## src/rtl/power_iter.sv

```systemverilog
// Iterative fixed-point power unit: out = x^n in unsigned Q10.10, one multiply per clock.
// Define POWER_ITER_SAT_EN to saturate the accumulator at 20'hFFFFF once an overflow occurs.
module power_iter (
    input  logic        clk,
    input  logic        rst_n,
    input  logic        in_valid,
    input  logic [19:0] in_data_1,
    input  logic [2:0]  in_data_2,
    output logic        out_valid,
    output logic [19:0] out_data,
    output logic        out_ovf
);

    typedef enum logic [1:0] {
        IDLE,
        LOAD,
        MULT,
        DONE
    } state_t;

    state_t      r_state;
    state_t      w_next;

    logic [19:0] r_x;
    logic [2:0]  r_n;
    logic [19:0] r_acc;
    logic [2:0]  r_cnt;
    logic        r_ovf;

    logic [39:0] w_prod;
    logic [29:0] w_q;
    logic        w_stepOvf;
    logic [19:0] w_accNext;

    assign w_prod    = {20'd0, r_acc} * {20'd0, r_x};
    assign w_q       = 30'(w_prod >> 10);
    assign w_stepOvf = |w_q[29:20];

`ifdef POWER_ITER_SAT_EN
    // Once saturated, stay pinned at full scale for the rest of the operation.
    assign w_accNext = (w_stepOvf || r_ovf) ? 20'hFFFFF : w_q[19:0];
`else
    assign w_accNext = w_q[19:0];
`endif

    always_ff @(posedge clk or posedge rst_n) begin
        if (rst_n) begin
            r_state <= IDLE;
        end else begin
            r_state <= w_next;
        end
    end

    always_comb begin
        w_next = r_state;
        case (r_state)
            IDLE: if (in_valid) w_next = LOAD;
            LOAD: if (!in_valid) w_next = MULT;
            MULT: if (r_cnt == 3'd0) w_next = DONE;
            DONE: w_next = IDLE;
            default: w_next = IDLE;
        endcase
    end

    // Datapath: operand capture, iterative multiply and the registered result.
    always_ff @(posedge clk or posedge rst_n) begin
        if (rst_n) begin
            r_x       <= 20'd0;
            r_n       <= 3'd0;
            r_acc     <= 20'd0;
            r_cnt     <= 3'd0;
            r_ovf     <= 1'b0;
            out_valid <= 1'b0;
            out_data  <= 20'd0;
            out_ovf   <= 1'b0;
        end else begin
            out_valid <= 1'b0;
            case (r_state)
                IDLE: begin
                    if (in_valid) begin
                        r_x <= in_data_1;
                        r_n <= in_data_2;
                    end
                end
                LOAD: begin
                    if (in_valid) begin
                        r_x <= in_data_1;
                        r_n <= in_data_2;
                    end else begin
                        // n=0 yields 1.0; otherwise x itself is the first partial product.
                        r_acc <= (r_n == 3'd0) ? 20'h00400 : r_x;
                        r_cnt <= (r_n == 3'd0) ? 3'd0 : r_n - 3'd1;
                        r_ovf <= 1'b0;
                    end
                end
                MULT: begin
                    if (r_cnt != 3'd0) begin
                        r_acc <= w_accNext;
                        r_cnt <= r_cnt - 3'd1;
                        r_ovf <= r_ovf | w_stepOvf;
                    end else begin
                        out_data  <= r_acc;
                        out_ovf   <= r_ovf;
                        out_valid <= 1'b1;
                    end
                end
                default: ;
            endcase
        end
    end

endmodule

```

## config.mk

```make
export PLATFORM = sky130hd
export DESIGN_NAME = power_iter
export DESIGN_NICKNAME = d
export VERILOG_FILES = /design/src/rtl/power_iter.sv
export SDC_FILE = /design/constraint.sdc
export NUM_CORES = 1
export LEC_CHECK = 0
export CAP_MARGIN = 20
export CORE_MARGIN = 2
export CORE_UTILIZATION = 55
export CTS_CLUSTER_DIAMETER = 200
export DETAILED_ROUTE_END_ITERATION = 8
export PLACE_DENSITY_LB_ADDON = 0.08
export REMOVE_ABC_BUFFERS = 1
export SETUP_SLACK_MARGIN = 0.05
export SLEW_MARGIN = 0
export SYNTH_ARGS = -nofsm -noshare
export SYNTH_HDL_FRONTEND = slang
export SYNTH_SLANG_ARGS = --single-unit
```

## constraint.sdc

```tcl
create_clock -name clk -period 7.6 [get_ports clk]
set_input_delay 1.52 -clock clk [delete_from_list [all_inputs] [get_ports clk]]
set_output_delay 1.52 -clock clk [all_outputs]
set_load 0.02 [all_outputs]
```

==> results.txt, run 1 <==
----------------------------------------------------
[Floorplan]
  Area of the placeable core ... approximately 30000 µm²
  Io pins ... 48
  Die Outline Area ... around 31000 µm²
  Starting Density ... 0.5576
  Die outline width ... 177.1 µm
  Die outline height ... between 150 and 200 µm
  Floorplan row count ... 63

[Yosys]
  Xor/xnor share of the synthesized area ... 0.01435
  Area fraction in compound gates after synthesis ... 0.06331
  Average cell area after synthesis ... 8.939 µm²
  Async SR Flop Fraction ... 1.000
  Fraction of synthesized area in multiplexers ... 0.01814
  Main combinational cell family by area after synthesis ... adder cells
  Primary FF master, synth ... sky130_fd_sc_hd__dfrtp_1
  Simple-Gate Fraction of Synth Area ... 0.1818
  Cell variety after synth ... 45
  Instance count of the mapped netlist ... 1844
  Sequential area share after synthesis ... 0.1078
  Adder-cell area share of the yosys netlist ... 0.5051
  Number of synthesis warnings ... 0
  EDFF count, synth ... 0
  Register bit count reported by yosys ... 71
  Post-Syn Area ... 16480 µm²

[Status]
  Status ... completed

[STA]
  Setup Total Neg Slack ... 0 ps
  RSZ-0062 raised after global routing ... false
  Hold violation total from the final report ... 0
  Headroom to the max-slew limit ... 0.2451
  Max Clk Rate ... about 0.14 GHz
  Transition at the pin with the smallest max-transition slack ... ~1100 ps
  Total count of max-transition violations in the final report ... 0
  Setup-failing EPs final ... 0
  Final period util ... 0.9486
  Minimum period implied by the final worst setup slack ... 7210 ps
  Worst Clk Skew ... roughly 12 ps

[Detailed routing]
  Sum of met2 wire segment lengths after detailed routing ... 20.63 mm
  Final routed wirelength across all metal layers ... between 40 and 50 mm
  Iter 0 DRT Violations ... approximately 780
  Routed via count ... roughly 12000
  Routed metal-1 wire length ... 18.04 mm
  DRC Markers ... 0
  Post-route antenna net violation count ... 0
  Vias/cell ... ~5.5
  Routed length on met3 ... 2.381 mm
  Mean routed wirelength per cell ... 18.88 µm
  Uppermost layer routed ... met4
  TritonRoute pass-1 iters ... 5

[Critical path]
  Endpoint of the most critical register-to-register path ... r_ovf
  Required arrival time at the worst endpoint ... roughly 8000 ps
  Critical R2R Launch ... r_acc[3]
  Worst reg2reg path depth ... 24
  Worst setup EP type ... flop
  FF-to-FF setup slack ... 390 ps
  Kind of start point of the critical path ... flop
  Worst-path fanout max ... 22
  CP Class ... reg -> reg
  Data arrival, critical path ... 7440 ps

[CTS]
  Number of sinks handled by clock tree synthesis ... 71
  Buffers from clock root to sink, at most ... 2
  TritonCTS clock tree ... yes
  Clock tree root driver cell ... sky130_fd_sc_hd__clkbuf_16
  Number of H-tree levels ... 3
  Post-cts gate resize count ... 0
  Number of buffers created by CTS ... 9
  Post-CTS Hold Buffers ... 0
  Clock transition at path regs ... ~70 ps
  Post-CTS setup buffer count ... 0
  Later-pin clock latency in the skew report ... around 360 ps

[Worst hold path]
  Hold depth ... 2
  Startpoint of the worst hold path ... out_data[2]
  Capture endpoint of the worst hold path ... out_data[2]
  Hold Crit Class ... reg -> reg

[Cells and area]
  N_diodes ... 0
  Layout Nets ... approximately 2300
  Synth-to-Final Area Change ... 7.181%
  Share of layout cells above drive strength 1 ... 0.04718

[Global routing]
  Global-route wire length before repair ... about 70 mm
  Initial antenna violation count ... 0
  Global route overflow ... 0
  Maximum number of pins on one net before global-route repair ... 42
  Via count of the first global-routing pass ... approximately 13000
  Combined global-route utilization of all metal layers ... 0.2921

[Placement]
  RePlAce Congestion ... around 0.91
  Number of buffer cells added on primary ports ... between 40 and 50
  Half-perimeter wire length after placement ... around 32 mm

[Run]
  Max-capacitance violation count ... 0

----------------------------------------------------
-- sequential cells by signal, summed over array words and instances (netlist names) --
register,cells
r_n,3
out_data,20
r_cnt,3
r_state,2
r_acc,20
out_ovf,1
out_valid,1
r_ovf,1
r_x,20
-- critical path, stage by stage, from the launching register on --
cell                        delay (ps)
sky130_fd_sc_hd__dfrtp_1          1090
sky130_fd_sc_hd__nand2_1           170
sky130_fd_sc_hd__fa_1              410
sky130_fd_sc_hd__inv_1              80
sky130_fd_sc_hd__fa_1              160
sky130_fd_sc_hd__inv_1              50
sky130_fd_sc_hd__fa_1              490
sky130_fd_sc_hd__inv_1              50
sky130_fd_sc_hd__fa_1              500
sky130_fd_sc_hd__inv_1              60
sky130_fd_sc_hd__fa_1              550
sky130_fd_sc_hd__inv_1              60
sky130_fd_sc_hd__fa_1              480
sky130_fd_sc_hd__inv_1              50
sky130_fd_sc_hd__fa_1              490
sky130_fd_sc_hd__inv_1              50
sky130_fd_sc_hd__ha_1              390
sky130_fd_sc_hd__nand4_1           110
sky130_fd_sc_hd__or4_1             490
sky130_fd_sc_hd__a21oi_2           240
sky130_fd_sc_hd__o21ai_2           110
sky130_fd_sc_hd__mux2i_1           130
sky130_fd_sc_hd__or4_1             420
sky130_fd_sc_hd__a2111oi_2         340
sky130_fd_sc_hd__a31oi_1           120
-- stage by stage --
step | util | setup WS [ps] | std cells | cell area, µm² | hold WS (ps)
after floorplan | - | 924.8 | 1740 | 16090 | 451.7
after global placement | 0.5874 | 602.1 | 2218 | 17360 | 459.6
after detailed placement | 0.5874 | 492.6 | 2218 | 17360 | 462.0
after CTS | 0.5972 | 492.4 | 2233 | 17650 | 479.3
after global routing | 0.5977 | 52.41 | 2234 | 17670 | 500.3
final | 0.5977 | 390.3 | 2234 | 17670 | 473.3
-- cell families (layout without fill, tap and decap cells) --
logic type | after synthesis | in the layout
xor gates and xnor gates | 27 | 27
DFF | 71 | 71
AOI/OAI and AO/OA | 169 | 169
adders and majority gates | 474 | 474
buffers and inverters | 481 | 481
muxes | 27 | 27
and+or+nand+nor | 595 | 595
-- synthesized netlist by cell type, drive strengths merged (19+ instances only) --
library cell	instances	area, µm²
inv	377	1415
fa	319	6386
nand2	252	945.9
and2	248	1551
ha	155	1939
clkbuf	102	382.9
dfrtp	71	1777
a21oi	54	277.8
o21ai	49	249.0
nor2	38	142.6
mux2	23	259.0
xnor2	19	166.4
-- cells in the final DEF, fill, tap and decap left out, types with 3 or more instances in the layout --
| cell | instances |
|---|---|
| sky130_fd_sc_hd__nand2_1 | 252 |
| sky130_fd_sc_hd__mux2i_1 | 4 |
| sky130_fd_sc_hd__nor2_1 | 38 |
| sky130_fd_sc_hd__nor3b_1 | 8 |
| sky130_fd_sc_hd__nand4_1 | 8 |
| sky130_fd_sc_hd__inv_1 | 376 |
| sky130_fd_sc_hd__xor2_1 | 8 |
| sky130_fd_sc_hd__and3_1 | 7 |
| sky130_fd_sc_hd__nor3_1 | 4 |
| sky130_fd_sc_hd__mux2_2 | 23 |
| sky130_fd_sc_hd__a21o_1 | 16 |
| sky130_fd_sc_hd__o21ai_0 | 47 |
| sky130_fd_sc_hd__or4_1 | 3 |
| sky130_fd_sc_hd__nand3b_1 | 3 |
| sky130_fd_sc_hd__ha_1 | 155 |
| sky130_fd_sc_hd__fa_1 | 319 |
| sky130_fd_sc_hd__a221oi_1 | 8 |
| sky130_fd_sc_hd__a21oi_1 | 52 |
| sky130_fd_sc_hd__dfrtp_1 | 71 |
| sky130_fd_sc_hd__nor2b_1 | 4 |
| sky130_fd_sc_hd__nor4_1 | 3 |
| sky130_fd_sc_hd__xnor2_1 | 19 |
| sky130_fd_sc_hd__clkdlybuf4s50_1 | 47 |
| sky130_fd_sc_hd__o22ai_1 | 4 |
| sky130_fd_sc_hd__a31oi_1 | 4 |
| sky130_fd_sc_hd__o21a_1 | 7 |
| sky130_fd_sc_hd__a211oi_1 | 7 |
| sky130_fd_sc_hd__o211ai_1 | 5 |
| sky130_fd_sc_hd__clkinv_2 | 4 |
| sky130_fd_sc_hd__and2_1 | 248 |
| sky130_fd_sc_hd__o21bai_1 | 6 |
| sky130_fd_sc_hd__nand3_1 | 12 |
| sky130_fd_sc_hd__clkbuf_16 | 9 |
| sky130_fd_sc_hd__buf_4 | 41 |
-- area by class of cell --
| class | count | area [µm²] |
|---|---|---|
| Clock inverter | 6 | 62.56 |
| Timing Repair Buffer | 89 | 793.3 |
| Inverter | 377 | 1416 |
| Multi-Input combinational cell | 1292 | 12900 |
| Fill cell | 2651 | 11890 |
| Sequential cell | 71 | 1777 |
| Clock buffer | 9 | 225.2 |
| Tap cell | 390 | 488.0 |
-- metal layers --
metal / vias to the layer above / global-route usage
met5: - / 0
met4: 0 / 0.08161
met3: 49 / 0.04038
met2: 375 / 0.4961
met1: 6257 / 0.3924
li1: 5541 / -
-- worst max-delay path by stage --
stage	start	to	slack, ps	cells after the start
2_1_floorplan	r_acc[10]	r_ovf	920	23
3_3_place_gp	r_acc[8]	r_ovf	600	24
3_5_place_dp	r_acc[8]	r_ovf	490	22
4_1_cts	r_x[5]	r_ovf	490	22
5_1_grt	r_acc[5]	r_ovf	50	23
6_report	r_acc[3]	r_ovf	390	24
Power of run 1 is left out: the tool's default activity adds up to more than one toggle a clock period on the data nets, which glitch-free logic cannot reach.
==> run 2, diff against run 1 <==
--- a/config.mk
+++ b/config.mk
@@ -8,6 +8,7 @@
 export CAP_MARGIN = 20
 export CORE_MARGIN = 2
 export CORE_UTILIZATION = 55
+export CTS_BUF_LIST = sky130_fd_sc_hd__clkbuf_4 sky130_fd_sc_hd__clkbuf_8 sky130_fd_sc_hd__clkbuf_16
 export CTS_CLUSTER_DIAMETER = 200
 export DETAILED_ROUTE_END_ITERATION = 8
 export PLACE_DENSITY_LB_ADDON = 0.08
==> results of run 2 <==
The final DEF is identical to that of run 1; final timing and power are the same.
Power of run 2 is left out for the same reason.
==> run 3, diff against run 2 <==
--- a/config.mk
+++ b/config.mk
@@ -6,6 +6,7 @@
 export NUM_CORES = 1
 export LEC_CHECK = 0
 export CAP_MARGIN = 20
+export CORE_ASPECT_RATIO = 1.1
 export CORE_MARGIN = 2
 export CORE_UTILIZATION = 55
 export CTS_BUF_LIST = sky130_fd_sc_hd__clkbuf_4 sky130_fd_sc_hd__clkbuf_8 sky130_fd_sc_hd__clkbuf_16
==> run 3 against run 2 <==
Compared with the run above: via count shrank 1.3%; final cell count is 0.45% lower; sequential share of layout area barely moved; worst setup slack improved by 64 ps; global-route usage fell by 0.57 points; die area is essentially flat; non-clock buffer count rose by 4; final area is 0.35% higher; sequential cell count is the same; highest routed layer unchanged; critical path depth stayed put.
==> results.txt, run 3 (same netlist as run 1, synthesis figures left out) <==
----------------------------------------------------
[STA]
  RSZ-0062 raised after global routing ... false
  Setup Total Neg Slack ... 0 ps (unchanged)
  Worst hold slack ... 473.7 ps (+0.4180 ps)
  Final period util ... 0.9402 (-0.008414)
  Headroom to the max-slew limit ... 0.2824 (+0.03731)
  Hold violation total from the final report ... 0 (unchanged)
  Total count of max-transition violations in the final report ... 0 (unchanged)
  Setup-failing EPs final ... 0 (unchanged)
  Worst Clk Skew ... 11.42 ps (-1.049 ps)
  Minimum period implied by the final worst setup slack ... 7146 ps (-63.95 ps)
  Transition at the pin with the smallest max-transition slack ... 1076 ps (-55.97 ps)
  Max Clk Rate ... 0.1399 GHz (+0.89%)

[Critical path]
  Crit-path cells ... buf_4 -> nand2_1 -> fa_1 -> inv_1 -> fa_1 -> inv_1 -> fa_1 -> inv_1 -> fa_1 -> fa_1 -> fa_1 -> inv_1 -> fa_1 -> inv_1 -> ha_1 -> a21oi_1 -> o21ai_0 -> o2111ai_1 -> nand3_1 -> o21ai_2 -> nor4_1 -> or4_1 -> a2111oi_2 -> a31oi_1
  Max stage delay on crit path ... 880 ps (-210 ps)
  Crit path top cell by count ... sky130_fd_sc_hd__fa_1
  Required arrival time at the worst endpoint ... 7820 ps (about the same)
  Combined buffer and inverter count along the critical path ... 6 (-1)
  Kind of start point of the critical path ... flop
  Critical path's slowest cell ... sky130_fd_sc_hd__dfrtp_1
  Largest delay contributor family on the critical path ... adder cells
  Data arrival, critical path ... 7370 ps (-70 ps)
  Worst setup EP type ... flop
  CP Class ... reg -> reg
  Worst-path fanout max ... 21 (-4.5%)

[Global routing]
  Combined global-route utilization of all metal layers ... 0.2864 (-0.005658)
  Initial antenna violation count ... 0 (unchanged)
  Global-route wire length before repair ... 69.22 mm (-1.2%)
  Global route overflow ... 0 (unchanged)
  Via count of the first global-routing pass ... 13331 (+1.3%)
  Maximum number of pins on one net before global-route repair ... 72 (+71%)

[CTS]
  Number of sinks handled by clock tree synthesis ... 71 (unchanged)
  Later-pin clock latency in the skew report ... 360 ps (about the same)
  Number of buffers created by CTS ... 9 (unchanged)
  Clock tree root driver cell ... sky130_fd_sc_hd__clkbuf_16
  TritonCTS clock tree ... yes
  Buffers from clock root to sink, at most ... 2 (unchanged)
  Clock transition at path regs ... 70 ps (about the same)
  Post-CTS setup buffer count ... 0 (unchanged)
  Number of H-tree levels ... 3 (unchanged)

[Detailed routing]
  Iter 0 DRT Violations ... 658 (-15%)
  Mean routed wirelength per cell ... 18.57 µm (-1.6%)
  TritonRoute pass-1 iters ... 5 (unchanged)
  DRC Markers ... 0 (unchanged)
  Vias/cell ... 5.426 (-0.82%)
  Final routed wirelength across all metal layers ... 41.30 mm (-2.1%)
  Post-route antenna net violation count ... 0 (unchanged)
  Routed via count ... 12067 (-1.3%)

[Run]
  Max-capacitance violation count ... 0 (unchanged)

[Floorplan]
  Die outline height ... 185.6 µm (+4.8%)
  Starting Density ... 0.5576 (about the same)
  Die outline width ... 169.1 µm (-4.5%)
  Die Outline Area ... 31370 µm² (about the same)
  Area of the placeable core ... 29560 µm² (about the same)
  Floorplan row count ... 66 (+4.8%)
  Io pins ... 48 (unchanged)

[Cells and area]
  Synth-to-Final Area Change ... 7.560%
  Largest registers ... out_data x20, r_acc x20, r_x x20
  Share of layout cells above drive strength 1 ... 0.05246 (+0.005281)
  Final Non-Filler Cells ... 2224 (-0.45%)
  Most common cell after layout, fill and taps aside ... sky130_fd_sc_hd__inv_1
  Layout Nets ... 2344 (+0.17%)
  Top library cells by usage in the layout, fill and taps aside ... sky130_fd_sc_hd__inv_1 (376), sky130_fd_sc_hd__fa_1 (319), sky130_fd_sc_hd__nand2_1 (252), sky130_fd_sc_hd__and2_1 (248), sky130_fd_sc_hd__ha_1 (155)

[Placement]
  Cell total after placement ... 2207 (-0.50%)
  Number of buffer cells added on primary ports ... 47 (unchanged)
  RePlAce Congestion ... 0.9511 (+5.0%)
  Half-perimeter wire length after placement ... 32.33 mm (-0.52%)

[Worst hold path]
  Hold Crit Class ... reg -> reg

[Status]
  Status ... completed

----------------------------------------------------
run 3: changes by cell type in the layout (fill, tap and decap cells not counted), moves of 3 or more:
cell	previous run	this run
sky130_fd_sc_hd__dfrtp_1	71	66
sky130_fd_sc_hd__dfrtp_2	0	5
sky130_fd_sc_hd__buf_4	41	45
sky130_fd_sc_hd__clkinv_2	4	1
run 3: metrics by stage:
step	utilization	cell area, µm²	setup WS (ps)
after floorplan	-	16090	924.8
after global placement	0.5884	17390	467.7
after detailed placement	0.5884	17390	417.2
after CTS	0.5994	17720	381.5
after global routing	0.5996	17730	50.46
final	0.5997	17730	454.2
run 3: tightest hold or removal path: cells and delay by family (launching register included):
family / cells / cell delay [ps]
DFF: 1 / 340
and+or+nand+nor: 2 / 100
run 3: path summary, 6_finish.rpt:
check | to | slack [ps] | depth (start not counted) | start
worst max-delay path | r_ovf | 450 | 24 | r_x[5]
worst min-delay path | out_data[4] | 470 | 2 | out_data[4]
worst max register to register | r_ovf | 450 | 24 | r_x[5]
worst min register to register | out_data[4] | 470 | 2 | out_data[4]
max in group asynchronous | r_x[2] | 5080 | 3 | rst_n
min in group asynchronous | out_data[7] | 1770 | 3 | rst_n
run 3: area by class of cell:
cell class	count	area [µm²]
Multi-Input combinational cell	1292	12900
Clock inverter	6	93.84
Inverter	377	1416
Sequential cell	71	1783
Antenna cell	1	2.502
Tap cell	374	467.9
Timing Repair Buffer	93	828.3
Clock buffer	10	232.7
Fill cell	2650	11830
run 3: repair_timing:
action / CTS / global route
gates resized for setup: 0 / 5
hold buffers: 0 / 0
endpoints found under the hold margin: 0 / 0
setup endpoints to repair: 0 / 1
run 3: routing by layer:
metal  up-vias  GRT usage  wire, µm
li1       5549          -         -
met1      6176     0.3639     17370
met2       271     0.5144     21070
met3        71    0.02807      1667
met4         0    0.09915      1192
met5         -          0         0
Power of run 3 is left out for the same reason.
